`src/rtl/rate_pkg.sv`:
```
// Shared constants and state encoding for the windowed rate accumulator.
// Samples and results are unsigned Q9.4.
package rate_pkg;

    localparam int M         = 13;
    localparam int FRAC_BITS = 4;
    localparam int LOG2_WIN  = 4;
    localparam int ACC_W     = M + LOG2_WIN;

    typedef enum logic {
        ACC  = 1'b0,
        HOLD = 1'b1
    } state_t;

endpackage

```
`src/rtl/rate_lane_acc.sv`:
```
// One accumulation lane: running sum of samples plus the truncated
// window mean of (sum + current sample).
module rate_lane_acc #(
    parameter int M        = 13,
    parameter int LOG2_WIN = 4
) (
    input  logic         clk,
    input  logic         rst,
    input  logic         clr,
    input  logic         add,
    input  logic [M-1:0] smp,
    output logic [M-1:0] mean
);

    localparam int AW = M + LOG2_WIN;

    logic [AW-1:0] acc;
    logic [AW-1:0] sum;

    assign sum  = acc + {{LOG2_WIN{1'b0}}, smp};
    assign mean = sum[AW-1:LOG2_WIN];

    // Clear wins over add so the closing sample starts a fresh window.
    always_ff @(posedge clk) begin
        if (rst || clr) begin
            acc <= '0;
        end else if (add) begin
            acc <= sum;
        end
    end

endmodule

```
`src/rtl/rate_window_acc.sv`:
```
// Windowed mean of E/I rate samples with valid/ready on both sides.
// Optional macro RE_FLOOR_EN forces a zero rE mean up to one LSB.
module rate_window_acc #(
    parameter int M        = 13,
    parameter int LOG2_WIN = 4
) (
    input  logic                clk,
    input  logic                rst,
    input  logic                in_valid,
    output logic                in_ready,
    input  logic [M-1:0]        e_smp,
    input  logic [M-1:0]        i_smp,
    input  logic                flush,
    output logic                out_valid,
    input  logic                out_ready,
    output logic [M-1:0]        rE,
    output logic [M-1:0]        rI,
    output logic [LOG2_WIN-1:0] win_cnt
);

    import rate_pkg::*;

    state_t       state;
    logic         accept;
    logic         last;
    logic         lane_clr;
    logic         lane_add;
    logic [M-1:0] mean_e;
    logic [M-1:0] mean_i;
    logic [M-1:0] re_next;

    assign accept = in_valid && in_ready;
    assign last   = &win_cnt;

    // Lane controls: flush or closing sample clears, other accepts add.
    always_comb begin
        lane_clr = 1'b0;
        lane_add = 1'b0;
        if (state == ACC) begin
            lane_clr = flush || (accept && last);
            lane_add = accept && !flush && !last;
        end
    end

    // Optional divisor floor so the divider never sees rE = 0.
    always_comb begin
        re_next = mean_e;
`ifdef RE_FLOOR_EN
        if (mean_e == '0) begin
            re_next = {{(M-1){1'b0}}, 1'b1};
        end
`else
        re_next = mean_e;
`endif
    end

    rate_lane_acc #(
        .M        (M),
        .LOG2_WIN (LOG2_WIN)
    ) u_lane_e (
        .clk  (clk),
        .rst  (rst),
        .clr  (lane_clr),
        .add  (lane_add),
        .smp  (e_smp),
        .mean (mean_e)
    );

    rate_lane_acc #(
        .M        (M),
        .LOG2_WIN (LOG2_WIN)
    ) u_lane_i (
        .clk  (clk),
        .rst  (rst),
        .clr  (lane_clr),
        .add  (lane_add),
        .smp  (i_smp),
        .mean (mean_i)
    );

    // Window FSM with registered handshake outputs and result hold.
    always_ff @(posedge clk) begin
        if (rst) begin
            state     <= ACC;
            win_cnt   <= '0;
            in_ready  <= 1'b1;
            out_valid <= 1'b0;
            rE        <= '0;
            rI        <= '0;
        end else begin
            unique case (state)
                ACC: begin
                    if (flush) begin
                        win_cnt <= '0;
                    end else if (accept) begin
                        win_cnt <= win_cnt + 1'b1;
                        if (last) begin
                            rE        <= re_next;
                            rI        <= mean_i;
                            state     <= HOLD;
                            in_ready  <= 1'b0;
                            out_valid <= 1'b1;
                        end
                    end
                end
                HOLD: begin
                    if (out_ready) begin
                        state     <= ACC;
                        in_ready  <= 1'b1;
                        out_valid <= 1'b0;
                    end
                end
                default: begin
                    state <= ACC;
                end
            endcase
        end
    end

endmodule

```
`config.mk`:
```
export PLATFORM = sky130hd
export DESIGN_NAME = rate_window_acc
export DESIGN_NICKNAME = d
export VERILOG_FILES = /design/src/rtl/rate_pkg.sv /design/src/rtl/rate_lane_acc.sv /design/src/rtl/rate_window_acc.sv
export SDC_FILE = /design/constraint.sdc
export NUM_CORES = 1
export LEC_CHECK = 0
export ABC_AREA = 1
export BUFFER_PORTS_ARGS = -buffer_cell sky130_fd_sc_hd__buf_2
export CAP_MARGIN = 20
export CELL_PAD_IN_SITES_DETAIL_PLACEMENT = 1
export CELL_PAD_IN_SITES_GLOBAL_PLACEMENT = 1
export CORE_ASPECT_RATIO = 0.9
export CORE_UTILIZATION = 30
export DETAILED_ROUTE_END_ITERATION = 7
export PLACE_DENSITY = 0.66
export SYNTH_ARGS = -nofsm -noshare
export SYNTH_HDL_FRONTEND = slang
export SYNTH_SLANG_ARGS = --single-unit
```
`constraint.sdc`:
```
create_clock -name clk -period 2.1 [get_ports clk]
set_input_delay 0.105 -clock clk [delete_from_list [all_inputs] [get_ports clk]]
set_output_delay 0.105 -clock clk [all_outputs]
set_load 0.02 [all_outputs]
```
; ---- After elaboration in Yosys (flattened, before gate mapping)
; Cells that the tools add are included.
[word_totals]
ff_bits = 67
input_bits = 31
out_inout_bits = 32
elab_cells = 49
[classes]
n_addsub = 3
eq_ne = 4
mux = 19
bitwise = 2
reduce_logical = 13
[op_table]
columns = operator, count
row1 = $add 17x13->17, 2
row2 = $mux 1, 14
row3 = $mux 4, 2
row4 = $ne 2x2->1 const B, 4
row5 = $reduce_and 4->1, 2
row6 = $reduce_and 7->1, 1
row7 = $pmux 1 s2, 3
row8 = $add 4x1->4 const B, 1
row9 = $logic_and 1x1->1, 4
row10 = $logic_not 1->1, 2
row11 = $logic_or 1x1->1, 2
row12 = $not 1->1, 2
row13 = $reduce_and 2->1, 1
row14 = $reduce_bool 2->1, 1

; ---- Logic depth before layout (Yosys ltp)
[logic_depth]
word_depth = 5
depth_mapped = 12
ltp_nobuf = 12

; ---- Modules after synthesis
; From an unflattened synthesis, not the netlist that was laid out.
[unflattened]
cells_unflattened = 795
area_unflattened_um2 = 4769.6
[by_module_without_submodules]
columns = module, n_inst, cells_per_inst, area_each_um2, seq_area_each_um2
row1 = rate_lane_acc, 2, 290, 1675.4, 340.3
row2 = rate_window_acc, 1, 215, 1418.9, 660.6

; ---- Worst setup path before layout
; No wires, ideal clock.
[synth_path]
path_kind = register to register
start = reg u_lane_i.acc[0]
end = reg rI[12]
setup_time_ps = 109
arrival_time_ps = 1536
required_ps = 1991
path_slack_ps = 455
path_stages_with_launch = 13
path_buffers = 0
period_less_slack_ps = 1645
path_cell_list = dfxtp_1 -> ha_1 -> fa_1 -> nand2_1 -> nand2_1 -> nand3_1 -> nand2_1 -> nand2_1 -> nand2_1 -> nand2_1 -> nand3_1 -> nand2_1 -> inv_1
[synth_between]
elab_chain_cells = 1
[synth_lines]
columns = element, line_no
row1 = "start, declared", rate_lane_acc.sv:17  ; logic [AW-1:0] acc;
row2 = "start signal, assigned", rate_lane_acc.sv:28  ; acc <= sum;
row3 = $add 17x13->17, rate_lane_acc.sv:20  ; assign sum = acc + {{LOG2_WIN{1'b0}}, smp};
row4 = "end signal, assigned", rate_window_acc.sv:99  ; rI <= mean_i;
row5 = "end, declared", rate_window_acc.sv:17  ; output logic [M-1:0] rI,
; Every way passes these cells.
; A chain may end at the register's enable or synchronous reset.

; ---- Worst setup path in the final report
[layout_path]
start = reg u_lane_e.acc[0]
end = reg u_lane_e.acc[14]
[layout_between]
elab_chain_cells = 1
[layout_lines]
columns = element, line_no
row1 = "start, declared", rate_lane_acc.sv:17
row2 = "start signal, assigned", rate_lane_acc.sv:28
row3 = $add 17x13->17, rate_lane_acc.sv:20
; Every way passes these cells.

==> flow_summary.toml <==
[grt]
grt_usage_pct = 19.3
grt_max_degree = 54
grt-ovfl-total = 0
grt_pass1_wl_mm = 22.9
antenna_found_initial = 0
grt_pass1_vias = 4788

[yosys]
avgSynthCellArea_um2 = 6.24
async_flop_share_pct = 0
yosys.area_share.adder_pct = 8.51
synth_compound_area_share_pct = 9.81
muxShareOfSynthArea_pct = 0
syn_area_um2 = 4440
synth_cell_type_count = 29
synth-simple-area-share_pct = 35.1
synth-edff-count = 0
yosys_warnings = 0
synthCells = 711
synth_top_family_by_area = "simple AND/OR/NAND/NOR gates"
synthFlopType = "dfxtp_1"
synth_seq_area_share_pct = 30.2
ys_seq_elements = 67
syn_nets = 771
synth-xor-area-share_pct = 1.78

[clocking]
numCtsBuffers = 9
clk_pin_slew_worst_paths_ns = 0.06
cts.sinks = 67
cts_setup_buffers = 0
cts_buffer_depth = 2
root_buffer = "clkbuf_16"
cts_hold_buf = 0
htreeDepth = 3
cts_tree = "done"
insertion_delay_ns = 0.34
cts_resized = 0

[floorplanning]
core_area_um2 = 14200
num_rows = 41
pin_count = 63
start_util_pct = 31.2
dieArea_um2 = 15300
die_h_um = 117
dieWidth_um = 130

[power]
switchingPower_mw = 0.968
clock_power_share_pct = 49.5
p_int_mw = 2.68
seqPwrFrac_pct = 36.4
sw_frac_of_total_pct = 26.6
p_per_area_nw_per_um2 = 687
pwr-share-comb_pct = 14.1
peakVddDrop_mv = 0.518
p_leak_nw = 3.01
total_power_mw = 3.65

[drt]
drc = 0
wl_mm = 13.6
vias = 4520
dr.pass1.iters = 4
wl_per_cell_um = 14.0
drtIter0Drc = 143
final_antenna_net_count = 0
viasPerCell = 4.65

[flow_run]
drv_cap = 0

[worst_setup_path]
crit_path_max_incr_delay_ns = 0.42
cp_slowest_cell = "fa_1"
timing.rr.start = "u_lane_e.acc[0]"
cpMostUsedCell = "nand2_1"
r2r_end = "u_lane_e.acc[14]"
worst-setup-path-type = "reg -> reg"
path_buf_inv = 1
worst_setup_path_end_kind = "flop"
reg2reg_depth = 12
worstPathArrival_ns = 2.11
cp.required_ns = 2.34
cp_top_family = "simple AND/OR/NAND/NOR gates"
cp_max_fo = 3
critPathLaunchType = "flop"
worstPathCellList = "ha_1 -> fa_1 -> nand2_1 -> nand2_1 -> nand3b_1 -> nand2_1 -> nand2_1 -> nand2_1 -> nand2_1 -> nand3_1 -> nand2_1 -> inv_1"
ff2ff_setup_slack_ns = 0.23

[cells_and_area]
final_area_um2 = 5310
drive_above_1_share_pct = 12.4
diodes = 0
syn_to_final_growth_pct = 19.7
fin_nets = 835

[sta]
worstMarginPinSlew_ns = 0.372
fmax_ghz = 0.534
tns_ns = 0
skew_ns = 0.00683
finalSetupViolations = 0
rsz0062_at_grt = "no"
hold_viol_final = 0
max_slew_margin_pct = 75.0
drv_slew = 0
period_minus_slack_ns = 1.87
fin_crit_sh_pct = 89.2

[placed_design]
place_congestion = 0.785
hpwl_mm = 10.3
placed_area_um2 = 4960
io_buffers = 62

[outcome]
outcome = "complete, no violations"

[min_path]
hold_class = "in -> reg"
min_to = "in_ready"
hp-start = "out_ready"
hold_depth = 3
## per-layer routing
layer	wire (µm)	GRT usage [%]
met1	6310	23.0
met2	6840	35.0
met5	0	0
met3	286	3.83
met4	135	3.85
## kinds of logic after synthesis
kind of cell,Yosys count
and+or+nand+nor,373
buffers and inverters,159
AOI/OAI and AO/OA,74
DFF,67
adders and majority gates,29
xor gates and xnor gates,9
## flip-flops by register name, indices dropped and copies added, names as in the netlist
register and count:
in_ready 1, out_valid 1, rE 13, rI 13
state 1, u_lane_e.acc 17, u_lane_i.acc 17, win_cnt 4
## worst reg2reg max path, delay by kind of cell (launching register included)
| kind | cells | cell delay [ns] |
|---|---|---|
| simple gates | 9 | 0.81 |
| fa+ha+maj | 2 | 0.62 |
| flops | 1 | 0.31 |
| buf+inv | 1 | 0.03 |
## placed cells by master, fill, tap and decap left out, types with 9 or more instances in the layout
cell type  Yosys  layout
buf_2          7      62
o211ai_1      12      12
ha_1          27      27
nand2_1      215     215
a21oi_1       34      34
clkbuf_16      0       9
nor2_1        65      65
inv_1        139     139
o21ai_0       13      13
dfxtp_1       67      67
nand3_1       75      75
## area by class of cell
cell class                      count  area (µm²)
Tap cell                          193         241
Clock buffer                       10         239
Fill cell                        1891        8900
Sequential cell                    67        1340
Multi-Input combinational cell    485        2450
Timing Repair Buffer               70         395
Inverter                          142         533
Clock inverter                      6         111
## power by group through the flow
stage / combinational [mW] / sequential (mW) / clock [mW]
global placement: 0.499 / 1.35 / 0
CTS: 0.521 / 1.33 / 1.86
finish: 0.516 / 1.33 / 1.80
global route: 0.590 / 1.33 / 1.91
detailed placement: 0.517 / 1.36 / 0
floorplan: 0.362 / 1.35 / 0
## worst max path at each step
stage,from,endpoint,slack [ns],depth (start not counted)
global route,u_lane_e.acc[0],u_lane_e.acc[14],0.006,12
floorplan,u_lane_i.acc[0],rI[12],0.46,12
CTS,u_lane_e.acc[0],rE[10],0.18,12
finish,u_lane_e.acc[0],u_lane_e.acc[14],0.23,12
global placement,u_lane_i.acc[0],rI[12],0.29,12
detailed placement,u_lane_e.acc[0],rE[10],0.22,12
## metrics by stage
step	hold WS [ns]	setup WS, ns	utilization [%]	std cells
after floorplan	0.250	0.455	-	711
after global placement	0.360	0.294	34.9	957
after detailed placement	0.380	0.221	34.9	957
after CTS	0.0230	0.182	37.4	973
after global routing	0.0400	0.00633	37.4	973
final	0.0333	0.226	37.4	973
## synth_stat cells, drive strengths merged, types with 8 or more instances
master | count | area, µm²
o21a | 8 | 60.1
nor3 | 9 | 56.3
ha | 27 | 338
dfxtp | 67 | 1340
nand2 | 217 | 820
nor2 | 65 | 244
a21oi | 35 | 179
buf | 14 | 103
o211ai | 12 | 90.1
o21ai | 15 | 75.1
nand3 | 75 | 375
inv | 142 | 533
(Power assumes the default switching activity.)
